<file path="config.mk">
export PLATFORM = sky130hd
export DESIGN_NAME = issue_scheduler_flat
export DESIGN_NICKNAME = d
export VERILOG_FILES = /design/src/rtl/issue_scheduler_if.sv /design/src/rtl/issue_scheduler.sv /design/src/flat_wrapper.sv
export SDC_FILE = /design/constraint.sdc
export NUM_CORES = 2
export LEC_CHECK = 0
export CAP_MARGIN = 20
export CORE_MARGIN = 2
export CORE_UTILIZATION = 50
export CTS_CLUSTER_DIAMETER = 100
export DETAILED_ROUTE_END_ITERATION = 6
export PLACE_DENSITY = 0.69
export SLEW_MARGIN = 25
export SYNTH_ARGS = -nofsm -noshare
export SYNTH_HDL_FRONTEND = slang
export SYNTH_SLANG_ARGS = --single-unit
</file>
<file path="constraint.sdc">
create_clock -name clk -period 5.2 [get_ports clk]
set_input_delay 1.04 -clock clk [delete_from_list [all_inputs] [get_ports clk]]
set_output_delay 1.04 -clock clk [all_outputs]
set_load 0.02 [all_outputs]
</file>
<file path="src/rtl/issue_scheduler_if.sv">
// Dispatch, writeback and issue bundle of the issue scheduler.
// The master drives dispatch, writeback and issue_ready; the slave is the scheduler.
interface issue_scheduler_if #(
    parameter int QUEUE_DEPTH          = 8,
    parameter int DISPATCH_WIDTH       = 2,
    parameter int WB_WIDTH             = 2,
    parameter int PHYS_REGS_ADDR_WIDTH = 7,
    parameter int PAYLOAD_WIDTH        = 32
);
    localparam int PRA = PHYS_REGS_ADDR_WIDTH;
    localparam int CW  = $clog2(QUEUE_DEPTH + 1);

    logic                                             flush;
    logic [DISPATCH_WIDTH-1:0]                        dispatch_valid;
    logic                                             dispatch_ready;
    logic [DISPATCH_WIDTH-1:0][PRA-1:0]               dispatch_op1_tag;
    logic [DISPATCH_WIDTH-1:0]                        dispatch_op1_valid;
    logic [DISPATCH_WIDTH-1:0][31:0]                  dispatch_op2;
    logic [DISPATCH_WIDTH-1:0]                        dispatch_op2_valid;
    logic [DISPATCH_WIDTH-1:0]                        dispatch_op2_is_imm;
    logic [DISPATCH_WIDTH-1:0][PRA-1:0]               dispatch_rd;
    logic [DISPATCH_WIDTH-1:0][PAYLOAD_WIDTH-1:0]     dispatch_payload;
    logic [WB_WIDTH-1:0]                              wb_valid;
    logic [WB_WIDTH-1:0][PRA-1:0]                     wb_tag;
    logic                                             issue_valid;
    logic                                             issue_ready;
    logic [PRA-1:0]                                   issue_op1_tag;
    logic [31:0]                                      issue_op2;
    logic                                             issue_op2_is_imm;
    logic [PRA-1:0]                                   issue_rd;
    logic [PAYLOAD_WIDTH-1:0]                         issue_payload;
    logic [CW-1:0]                                    count;

    modport master (
        output flush, dispatch_valid, dispatch_op1_tag, dispatch_op1_valid, dispatch_op2,
               dispatch_op2_valid, dispatch_op2_is_imm, dispatch_rd, dispatch_payload,
               wb_valid, wb_tag, issue_ready,
        input  dispatch_ready, issue_valid, issue_op1_tag, issue_op2, issue_op2_is_imm,
               issue_rd, issue_payload, count
    );

    modport slave (
        input  flush, dispatch_valid, dispatch_op1_tag, dispatch_op1_valid, dispatch_op2,
               dispatch_op2_valid, dispatch_op2_is_imm, dispatch_rd, dispatch_payload,
               wb_valid, wb_tag, issue_ready,
        output dispatch_ready, issue_valid, issue_op1_tag, issue_op2, issue_op2_is_imm,
               issue_rd, issue_payload, count
    );
endinterface

</file>
<file path="src/rtl/issue_scheduler.sv">
// Compacting out-of-order issue queue: index 0 is oldest, operands woken by writeback
// broadcasts, the oldest fully-ready entry is offered to execute each cycle.
module issue_scheduler #(
    parameter int QUEUE_DEPTH          = 8,
    parameter int DISPATCH_WIDTH       = 2,
    parameter int WB_WIDTH             = 2,
    parameter int PHYS_REGS_ADDR_WIDTH = 7,
    parameter int PAYLOAD_WIDTH        = 32
) (
    input  logic               clk,
    input  logic               rst_n,
    issue_scheduler_if.slave   bus
);
    localparam int PRA = PHYS_REGS_ADDR_WIDTH;
    localparam int CW  = $clog2(QUEUE_DEPTH + 1);
    localparam int IW  = (QUEUE_DEPTH > 1) ? $clog2(QUEUE_DEPTH) : 1;

    typedef struct packed {
        logic [PRA-1:0]           op1_tag;
        logic                     op1_valid;
        logic [31:0]              op2;
        logic                     op2_valid;
        logic                     op2_is_imm;
        logic [PRA-1:0]           rd;
        logic [PAYLOAD_WIDTH-1:0] payload;
    } entry_t;

    logic [QUEUE_DEPTH-1:0] valid_q, valid_d;
    entry_t                 entry_q [QUEUE_DEPTH];
    entry_t                 entry_d [QUEUE_DEPTH];
    entry_t                 disp_e  [DISPATCH_WIDTH];
    logic [CW-1:0]          count_q, count_d;
    logic [QUEUE_DEPTH-1:0] rdy;
    logic [IW-1:0]          sel;
    logic                   any_rdy;
    logic                   issue_fire;
    logic                   disp_ok;

    function automatic logic tag_hit(input logic [PRA-1:0]               tag,
                                     input logic [WB_WIDTH-1:0]          wbv,
                                     input logic [WB_WIDTH-1:0][PRA-1:0] wbt);
        logic hit;
        hit = 1'b0;
        for (int w = 0; w < WB_WIDTH; w++) begin
            hit = hit | (wbv[w] && (wbt[w] == tag));
        end
        return hit;
    endfunction

    function automatic entry_t wake(input entry_t                       e,
                                    input logic [WB_WIDTH-1:0]          wbv,
                                    input logic [WB_WIDTH-1:0][PRA-1:0] wbt);
        entry_t r;
        r = e;
        if (tag_hit(e.op1_tag, wbv, wbt)) r.op1_valid = 1'b1;
        // Immediates carry data in op2, so they must never be mistaken for a tag.
        if (!e.op2_is_imm && tag_hit(e.op2[PRA-1:0], wbv, wbt)) r.op2_valid = 1'b1;
        return r;
    endfunction

    always_comb begin
        rdy = '0;
        sel = '0;
        for (int i = 0; i < QUEUE_DEPTH; i++) begin
            rdy[i] = valid_q[i] && entry_q[i].op1_valid && entry_q[i].op2_valid;
        end
        for (int i = QUEUE_DEPTH - 1; i >= 0; i--) begin
            if (rdy[i]) sel = IW'(i);
        end
    end

    assign any_rdy    = |rdy;
    assign issue_fire = any_rdy && bus.issue_ready;
    assign disp_ok    = (count_q <= CW'(QUEUE_DEPTH - DISPATCH_WIDTH));

    assign bus.dispatch_ready   = disp_ok;
    assign bus.count            = count_q;
    assign bus.issue_valid      = any_rdy;
    assign bus.issue_op1_tag    = any_rdy ? entry_q[sel].op1_tag    : '0;
    assign bus.issue_op2        = any_rdy ? entry_q[sel].op2        : '0;
    assign bus.issue_op2_is_imm = any_rdy ? entry_q[sel].op2_is_imm : 1'b0;
    assign bus.issue_rd         = any_rdy ? entry_q[sel].rd         : '0;
    assign bus.issue_payload    = any_rdy ? entry_q[sel].payload    : '0;

    // Incoming ops see this cycle's broadcasts so a same-cycle wakeup is not lost.
    always_comb begin
        for (int k = 0; k < DISPATCH_WIDTH; k++) begin
            disp_e[k] = wake(entry_t'{
                op1_tag:    bus.dispatch_op1_tag[k],
                op1_valid:  bus.dispatch_op1_valid[k],
                op2:        bus.dispatch_op2[k],
                op2_valid:  bus.dispatch_op2_valid[k],
                op2_is_imm: bus.dispatch_op2_is_imm[k],
                rd:         bus.dispatch_rd[k],
                payload:    bus.dispatch_payload[k]
            }, bus.wb_valid, bus.wb_tag);
        end
    end

    always_comb begin
        int pos;
        int n_acc;
        valid_d = valid_q;
        count_d = count_q;
        for (int i = 0; i < QUEUE_DEPTH; i++) entry_d[i] = entry_q[i];

        for (int i = 0; i < QUEUE_DEPTH - 1; i++) begin
            if (issue_fire && (i >= int'(sel))) begin
                valid_d[i] = valid_q[i+1];
                entry_d[i] = wake(entry_q[i+1], bus.wb_valid, bus.wb_tag);
            end else begin
                entry_d[i] = wake(entry_q[i], bus.wb_valid, bus.wb_tag);
            end
        end
        // The selected index never exceeds the top slot, so an issue always vacates it.
        if (issue_fire) valid_d[QUEUE_DEPTH-1] = 1'b0;
        else entry_d[QUEUE_DEPTH-1] = wake(entry_q[QUEUE_DEPTH-1], bus.wb_valid, bus.wb_tag);

        pos   = int'(count_q) - (issue_fire ? 1 : 0);
        n_acc = 0;
        for (int k = 0; k < DISPATCH_WIDTH; k++) begin
            if (bus.dispatch_valid[k] && disp_ok) begin
                for (int e = 0; e < QUEUE_DEPTH; e++) begin
                    if (e == pos) begin
                        valid_d[e] = 1'b1;
                        entry_d[e] = disp_e[k];
                    end
                end
                pos   = pos + 1;
                n_acc = n_acc + 1;
            end
        end
        count_d = CW'(int'(count_q) + n_acc - (issue_fire ? 1 : 0));

        if (bus.flush) begin
            valid_d = '0;
            count_d = '0;
        end
    end

    always_ff @(posedge clk or negedge rst_n) begin
        if (!rst_n) begin
            valid_q <= '0;
            count_q <= '0;
        end else begin
            valid_q <= valid_d;
            count_q <= count_d;
        end
    end

    // Payload fields are qualified by valid_q and need no reset.
    always_ff @(posedge clk) begin
        for (int i = 0; i < QUEUE_DEPTH; i++) entry_q[i] <= entry_d[i];
    end
endmodule

</file>
<file path="src/flat_wrapper.sv">
// flat-port wrapper written by rule: the top's interface ports become plain ports
module issue_scheduler_flat 
#(
    parameter int QUEUE_DEPTH          = 8,
    parameter int DISPATCH_WIDTH       = 2,
    parameter int WB_WIDTH             = 2,
    parameter int PHYS_REGS_ADDR_WIDTH = 7,
    parameter int PAYLOAD_WIDTH        = 32
)
  (clk, rst_n, bus_flush, bus_dispatch_valid, bus_dispatch_op1_tag, bus_dispatch_op1_valid, bus_dispatch_op2, bus_dispatch_op2_valid, bus_dispatch_op2_is_imm, bus_dispatch_rd, bus_dispatch_payload, bus_wb_valid, bus_wb_tag, bus_issue_ready, bus_dispatch_ready, bus_issue_valid, bus_issue_op1_tag, bus_issue_op2, bus_issue_op2_is_imm, bus_issue_rd, bus_issue_payload, bus_count);
  issue_scheduler_if #(.QUEUE_DEPTH(QUEUE_DEPTH), .DISPATCH_WIDTH(DISPATCH_WIDTH), .WB_WIDTH(WB_WIDTH), .PHYS_REGS_ADDR_WIDTH(PHYS_REGS_ADDR_WIDTH), .PAYLOAD_WIDTH(PAYLOAD_WIDTH)) bus_i ();
  input  logic clk;
  input  logic rst_n;
  input wire logic [$bits(bus_i.flush)-1:0] bus_flush;
  input wire logic [$bits(bus_i.dispatch_valid)-1:0] bus_dispatch_valid;
  input wire logic [$bits(bus_i.dispatch_op1_tag)-1:0] bus_dispatch_op1_tag;
  input wire logic [$bits(bus_i.dispatch_op1_valid)-1:0] bus_dispatch_op1_valid;
  input wire logic [$bits(bus_i.dispatch_op2)-1:0] bus_dispatch_op2;
  input wire logic [$bits(bus_i.dispatch_op2_valid)-1:0] bus_dispatch_op2_valid;
  input wire logic [$bits(bus_i.dispatch_op2_is_imm)-1:0] bus_dispatch_op2_is_imm;
  input wire logic [$bits(bus_i.dispatch_rd)-1:0] bus_dispatch_rd;
  input wire logic [$bits(bus_i.dispatch_payload)-1:0] bus_dispatch_payload;
  input wire logic [$bits(bus_i.wb_valid)-1:0] bus_wb_valid;
  input wire logic [$bits(bus_i.wb_tag)-1:0] bus_wb_tag;
  input wire logic [$bits(bus_i.issue_ready)-1:0] bus_issue_ready;
  output wire logic [$bits(bus_i.dispatch_ready)-1:0] bus_dispatch_ready;
  output wire logic [$bits(bus_i.issue_valid)-1:0] bus_issue_valid;
  output wire logic [$bits(bus_i.issue_op1_tag)-1:0] bus_issue_op1_tag;
  output wire logic [$bits(bus_i.issue_op2)-1:0] bus_issue_op2;
  output wire logic [$bits(bus_i.issue_op2_is_imm)-1:0] bus_issue_op2_is_imm;
  output wire logic [$bits(bus_i.issue_rd)-1:0] bus_issue_rd;
  output wire logic [$bits(bus_i.issue_payload)-1:0] bus_issue_payload;
  output wire logic [$bits(bus_i.count)-1:0] bus_count;
  assign bus_i.flush = bus_flush;
  assign bus_i.dispatch_valid = bus_dispatch_valid;
  assign bus_i.dispatch_op1_tag = bus_dispatch_op1_tag;
  assign bus_i.dispatch_op1_valid = bus_dispatch_op1_valid;
  assign bus_i.dispatch_op2 = bus_dispatch_op2;
  assign bus_i.dispatch_op2_valid = bus_dispatch_op2_valid;
  assign bus_i.dispatch_op2_is_imm = bus_dispatch_op2_is_imm;
  assign bus_i.dispatch_rd = bus_dispatch_rd;
  assign bus_i.dispatch_payload = bus_dispatch_payload;
  assign bus_i.wb_valid = bus_wb_valid;
  assign bus_i.wb_tag = bus_wb_tag;
  assign bus_i.issue_ready = bus_issue_ready;
  assign bus_dispatch_ready = bus_i.dispatch_ready;
  assign bus_issue_valid = bus_i.issue_valid;
  assign bus_issue_op1_tag = bus_i.issue_op1_tag;
  assign bus_issue_op2 = bus_i.issue_op2;
  assign bus_issue_op2_is_imm = bus_i.issue_op2_is_imm;
  assign bus_issue_rd = bus_i.issue_rd;
  assign bus_issue_payload = bus_i.issue_payload;
  assign bus_count = bus_i.count;
  issue_scheduler #(.QUEUE_DEPTH(QUEUE_DEPTH), .DISPATCH_WIDTH(DISPATCH_WIDTH), .WB_WIDTH(WB_WIDTH), .PHYS_REGS_ADDR_WIDTH(PHYS_REGS_ADDR_WIDTH), .PAYLOAD_WIDTH(PAYLOAD_WIDTH)) u_core (.clk(clk), .rst_n(rst_n), .bus(bus_i));
endmodule
</file>
=== Yosys cells after proc, flatten, opt, wreduce, memory -nomap -nowiden ===
Memory sizes are Yosys's and may differ from the RTL's.
Cells that the tools add are included.

* Input port bits: 184
* Memories: 1
* Output and inout port bits: 85
* RAM bits: 648
* Word-level logic and storage cells: 270
* Flip-flop bits (word level): 12

{| class="wikitable"
|+ Memories
! memory !! depth !! width !! rd ports !! clocked after Yosys merged registers in !! wr ports !! RTL line !! RTL
|-
| u_core.entry_q || 8 || 81 || 9 || 0 || 8 || issue_scheduler.sv:29 || <nowiki>entry_t entry_q [QUEUE_DEPTH];</nowiki>
|}

* Reduce and logical (&&, ||, !) cells: 89
* $add $sub $neg: 5
* $lt $le $gt $ge: 8
* Muxes and demuxes: 91
* Bitwise operators: 20
* Equal/unequal tests: 54

{| class="wikitable"
|+ Operators by type and width
! operator !! count
|-
| two-way mux 81 bit || 23
|-
| two-way mux 648 bit || 2
|-
| equality test 7 bit || 40
|-
| equality test 4 x 32 -> 1 bit (first input constant) || 8
|-
| equality test 3 x 32 -> 1 bit (first input constant) || 4
|-
| two-way mux 32 bit || 3
|-
| logical AND 1 bit || 76
|-
| two-way mux 74 bit || 1
|-
| equality test 2 x 32 -> 1 bit (first input constant) || 2
|-
| zero test 32 bit || 2
|-
| two-way mux 1 bit || 47
|-
| adder 32 x 2 -> 32 bit (second input constant) || 1
|-
| subtractor 5 x 32 -> 32 bit || 1
|-
| two-way mux 3 bit || 8
|-
| two-way mux 8 bit || 3
|-
| OR 1 bit || 20
|-
| two-way mux 7 bit || 2
|-
| zero test 1 bit || 10
|-
| >= comparator 3 bit (first input constant) || 3
|-
| OR reduction 8 bit || 1
|-
| >= comparator 1 x 3 -> 1 bit (first input constant) || 2
|-
| >= comparator 2 x 3 -> 1 bit (first input constant) || 2
|-
| adder 4 bit || 1
|-
| <= comparator 4 x 3 -> 1 bit (second input constant) || 1
|-
| other kinds (4) || 4
|}

=== Longest topological paths before layout ===
An unclocked memory read counts as a cell.

* Depth after elaboration: 19
* Gate-level depth with buffers: 20
* Depth with buffers taken out: 15

=== Worst setup path after synthesis ===
OpenSTA, ideal clock, no wires.

* Path type: in2reg
* Start point: input bus_issue_ready
* End point: memory u_core.entry_q[5][73] (netlist name)
* Setup time: 0.142 ns
* Cell stages on the path: 20
* Data required time: 5.058 ns
* Buffers on the path: 9
* Data arrival time: 4.614 ns
* Slack: 0.444 ns
* Cell sequence: clkbuf_1 -> clkbuf_1 -> clkbuf_1 -> clkbuf_1 -> nand2_1 -> inv_1 -> ha_1 -> clkbuf_1 -> inv_1 -> ha_1 -> clkbuf_1 -> nand4_1 -> o31a_1 -> o21a_1 -> and3_1 -> buf_4 -> buf_6 -> buf_6 -> a211oi_1 -> a21oi_1

{| class="wikitable"
|+ RTL lines
! item !! RTL line !! RTL
|-
| start: declaration || flat_wrapper.sv:25 || <nowiki>input wire logic [$bits(bus_i.issue_ready)-1:0] bus_issue_ready;</nowiki>
|-
| end: declaration || issue_scheduler.sv:29 ||
|}

==> metrics.md <==
| Metric | Value |
|---|---|
| Status | finished, final reports clean |
| Initial antenna violation count | 16 |
| Post-DP Area | 44800 um^2 |
| Mapped Nets | 5681 |
| DR vias | 42600 |
| Initial Util | 50.4% |
| Post-synth ARST share | 1.82% |
| FMAX | 197 MHz |
| Worst setup SP type | flop |
| First-pass GRT wire length | 249 mm |
| Pre-CTS setup slack | 521 ps |
| Num ports | 269 |
| Max Cap Viol | 0 |
| Antenna-violating nets left | 0 |
| Vias in the first global route | 39900 |
| RSZ-0062 raised after global routing | false |
| Share of layout cells above drive strength 1 | 7.48% |
| 1st-pass router iterations | 6 |
| Reg-to-reg critical path startpoint | u_core.valid_q[3]$_DFF_PN0_ |
| R2r setup slk | 380 ps |
| Hold path depth | 2 |
| Final HPWL DP | 97.0 mm |
| CTS tree | yes |
| WP data required | 4160 ps |
| CP Max Fanout | 39 |
| Setup CP Type | reg -> out |
| Clock-pin transition on the worst setup and hold timing paths | 60 ps |
| Hold endpoint | u_core.entry_q[7][21]$_DFF_P_ |
| CTS hold repair buffers | 0 |
| DR WL/cell | 25.7 um |
| Detailed-route DRC error count | 0 |
| Rows | 106 |
| # clock sinks | 660 |
| Worst setup margin | 115 ps |
| RD Place Congestion | 0.965 |
| Worst-Margin Slew | 1000 ps |
| Synth Warn # | 0 |
| Slew margin rel. | 33.1% |
| Die Width | 294 um |
| Endpoint class of the critical path | output pin |
| Grt ovf | 0 |
| H-tree levels | 3 |
| Clk buf depth | 3 |
| Sequential share of the synthesized area | 31.5% |
| Iteration-0 DRC Markers | 5980 |
| Pin count of the biggest net entering global routing | 160 |
| Vias per std cell | 6.62 |
| Final worst-path cycle share | 97.8% |
| Reg2Reg Depth | 16 |
| All-Layer GR Usage | 37.1% |
| IR drop worst, VDD | 0.000483 V |
| Area added between synthesis and finish | 13.1% |
| Number of port buffers | 268 |
| Post-synth EDFFs | 0 |
| Hold Path Class | reg -> reg |
| Syn avg cell area | 7.69 um^2 |
| Clock latency on the worst-skew pair | 650 ps |
| Final Setup Violations | 0 |
| PwrDens | 660 nW/um^2 |
| Total Wirelength | 166 mm |
| Leakage power | 0.0198 uW |
| Fin area | 47700 um^2 |
| Max-slew violation count | 0 |
| CP Data Arrival Time | 4050 ps |
| Synth Instances | 5481 |
| Worst hold start | u_core.entry_q[7][21]$_DFF_P_ |
| Core area | 83600 um^2 |
| Die area | 86600 um^2 |
| Final TNS setup | 0 ps |
| Reg2reg end | u_core.entry_q[5][6]$_DFF_P_ |
| Post-synthesis register bit count | 660 |
| Nets@finish | 5485 |
| Dominant synthesized flop cell | dfxtp_1 |
| Clock root cell | clkbuf_16 |
| Skew final | 31.8 ps |
| Die span in y | 294 um |
| Cts bufs inserted | 78 |
| Final Hold Fails | 0 |
| Distinct cells, synth | 62 |
| Cell Area, Synth | 42100 um^2 |
| Min Tclk post-route | 5090 ps |
-- repair_timing --
action                                  CTS  global route
endpoints found under the setup margin    7            16
setup buffers                             7             0
gates resized for setup                   3             8
cloned                                    1             0
-- worst max-delay path, stage by stage, from the launching register on --
cell	delay [ps]
dfxtp_1	400
nand3_1	170
o21ai_0	190
a21oi_1	150
o31ai_4	330
buf_12	300
buf_12	270
and3_1	200
a311oi_1	60
a221oi_1	550
clkdlybuf4s50_1	730
-- worst max path at each step --
stage / startpoint / endpoint / slack [ps] / cells after the start
floorplan: bus_issue_ready / u_core.entry_q[5][73]$_DFF_P_ / 440 / 20
global placement: u_core.valid_q[3]$_DFF_PN0_ / u_core.entry_q[5][1]$_DFF_P_ / 600 / 16
detailed placement: u_core.valid_q[3]$_DFF_PN0_ / u_core.entry_q[5][14]$_DFF_P_ / 520 / 16
CTS: u_core.entry_q[3][73]$_DFF_P_ / bus_issue_rd[6] / 50 / 8
global route: u_core.entry_q[7][73]$_DFF_P_ / bus_issue_op2[0] / 10 / 8
finish: u_core.entry_q[7][73]$_DFF_P_ / bus_issue_payload[0] / 110 / 10
-- flip-flops by register name (all words and copies together), names as in the netlist --
| signal | count |
|---|---|
| u_core.valid_q | 8 |
| u_core.entry_q | 648 |
| u_core.bus.count | 4 |
-- kinds of logic after synthesis --
logic type	count (synthesis)	synth area share, %
AO/OA/AOI/OAI	1742	25.5
AND/OR/NAND/NOR	1514	15.4
buffers and inverters	696	7.45
flip-flops	660	31.5
multiplexers	570	13.8
XOR/XNOR	283	5.88
adder cells (fa/ha/maj)	16	0.493
-- cell usage in the layout, fill, tap and decap left out, drive strengths merged, types with 16 or more instances in the layout --
cell / instances
a21o: 89
nand2: 655
clkbuf: 114
xor2: 121
nand3: 175
clkdlybuf4s50: 263
and3: 98
a211oi: 87
nor2: 464
a21oi: 733
a311oi: 79
xnor2: 162
inv: 19
o221ai: 158
nor4: 21
o21ai: 401
buf: 139
mux2i: 488
nand4: 61
nor3: 20
o2bb2ai: 79
mux2: 82
a221oi: 79
dfxtp: 648
clkinv: 16
-- area by class of cell --
cell class	instances	area, um^2
inverter	15	56.3
tap	1080	1350
clock buffer	113	2300
fill	7727	35900
antenna	8	20.0
sequential	660	13300
timing repair buffer	405	4240
clock inverter	29	430
multi-input combinational	4125	26000
-- report_power, final --
group	leakage [uW]	switching (uW)	internal, uW
sequential	0.00560	2460	7690
combinational	0.0128	8750	6650
clock	0.00136	2380	3540
total	0.0198	13600	17900
-- metrics by stage --
stage | hold slack [ps] | power [uW] | utilization, % | std cells
2_1_floorplan | 509 | 20400 | - | 5481
3_3_place_gp | 537 | 24600 | 53.6 | 6277
3_5_place_dp | 543 | 25000 | 53.6 | 6277
4_1_cts | 553 | 31000 | 57.0 | 6427
5_1_grt | 570 | 33300 | 57.0 | 6433
6_report | 555 | 31500 | 57.1 | 6435
-- synthesized netlist by cell type (17+ instances only) --
cell | count | area, um^2
nor4_1 | 21 | 131
o221ai_1 | 158 | 1380
xor2_1 | 121 | 1060
a221oi_1 | 79 | 692
dfxtp_1 | 648 | 13000
o21ai_0 | 399 | 2000
clkbuf_1 | 457 | 1720
buf_1 | 41 | 154
nand2_1 | 655 | 2460
a311oi_1 | 79 | 692
mux2i_1 | 488 | 4880
buf_4 | 77 | 578
nand4_1 | 61 | 382
buf_2 | 88 | 440
o2bb2ai_1 | 79 | 692
a21oi_1 | 733 | 3670
and3_1 | 98 | 613
nor3_1 | 19 | 95.1
xnor2_1 | 162 | 1420
nand3_1 | 174 | 871
a21o_1 | 89 | 668
a211oi_1 | 87 | 653
buf_6 | 17 | 191
nor2_1 | 462 | 1730
mux2_2 | 82 | 923
-- metal layers --
metal / wire length, um / up-vias / global-route usage [%]
li1: - / 19200 / -
met1: 66800 / 20100 / 49.7
met2: 72700 / 2765 / 57.1
met3: 18600 / 537 / 7.71
met4: 7520 / 16 / 17.3
met5: 80 / - / 0
Power figures use the tool's default switching activity.
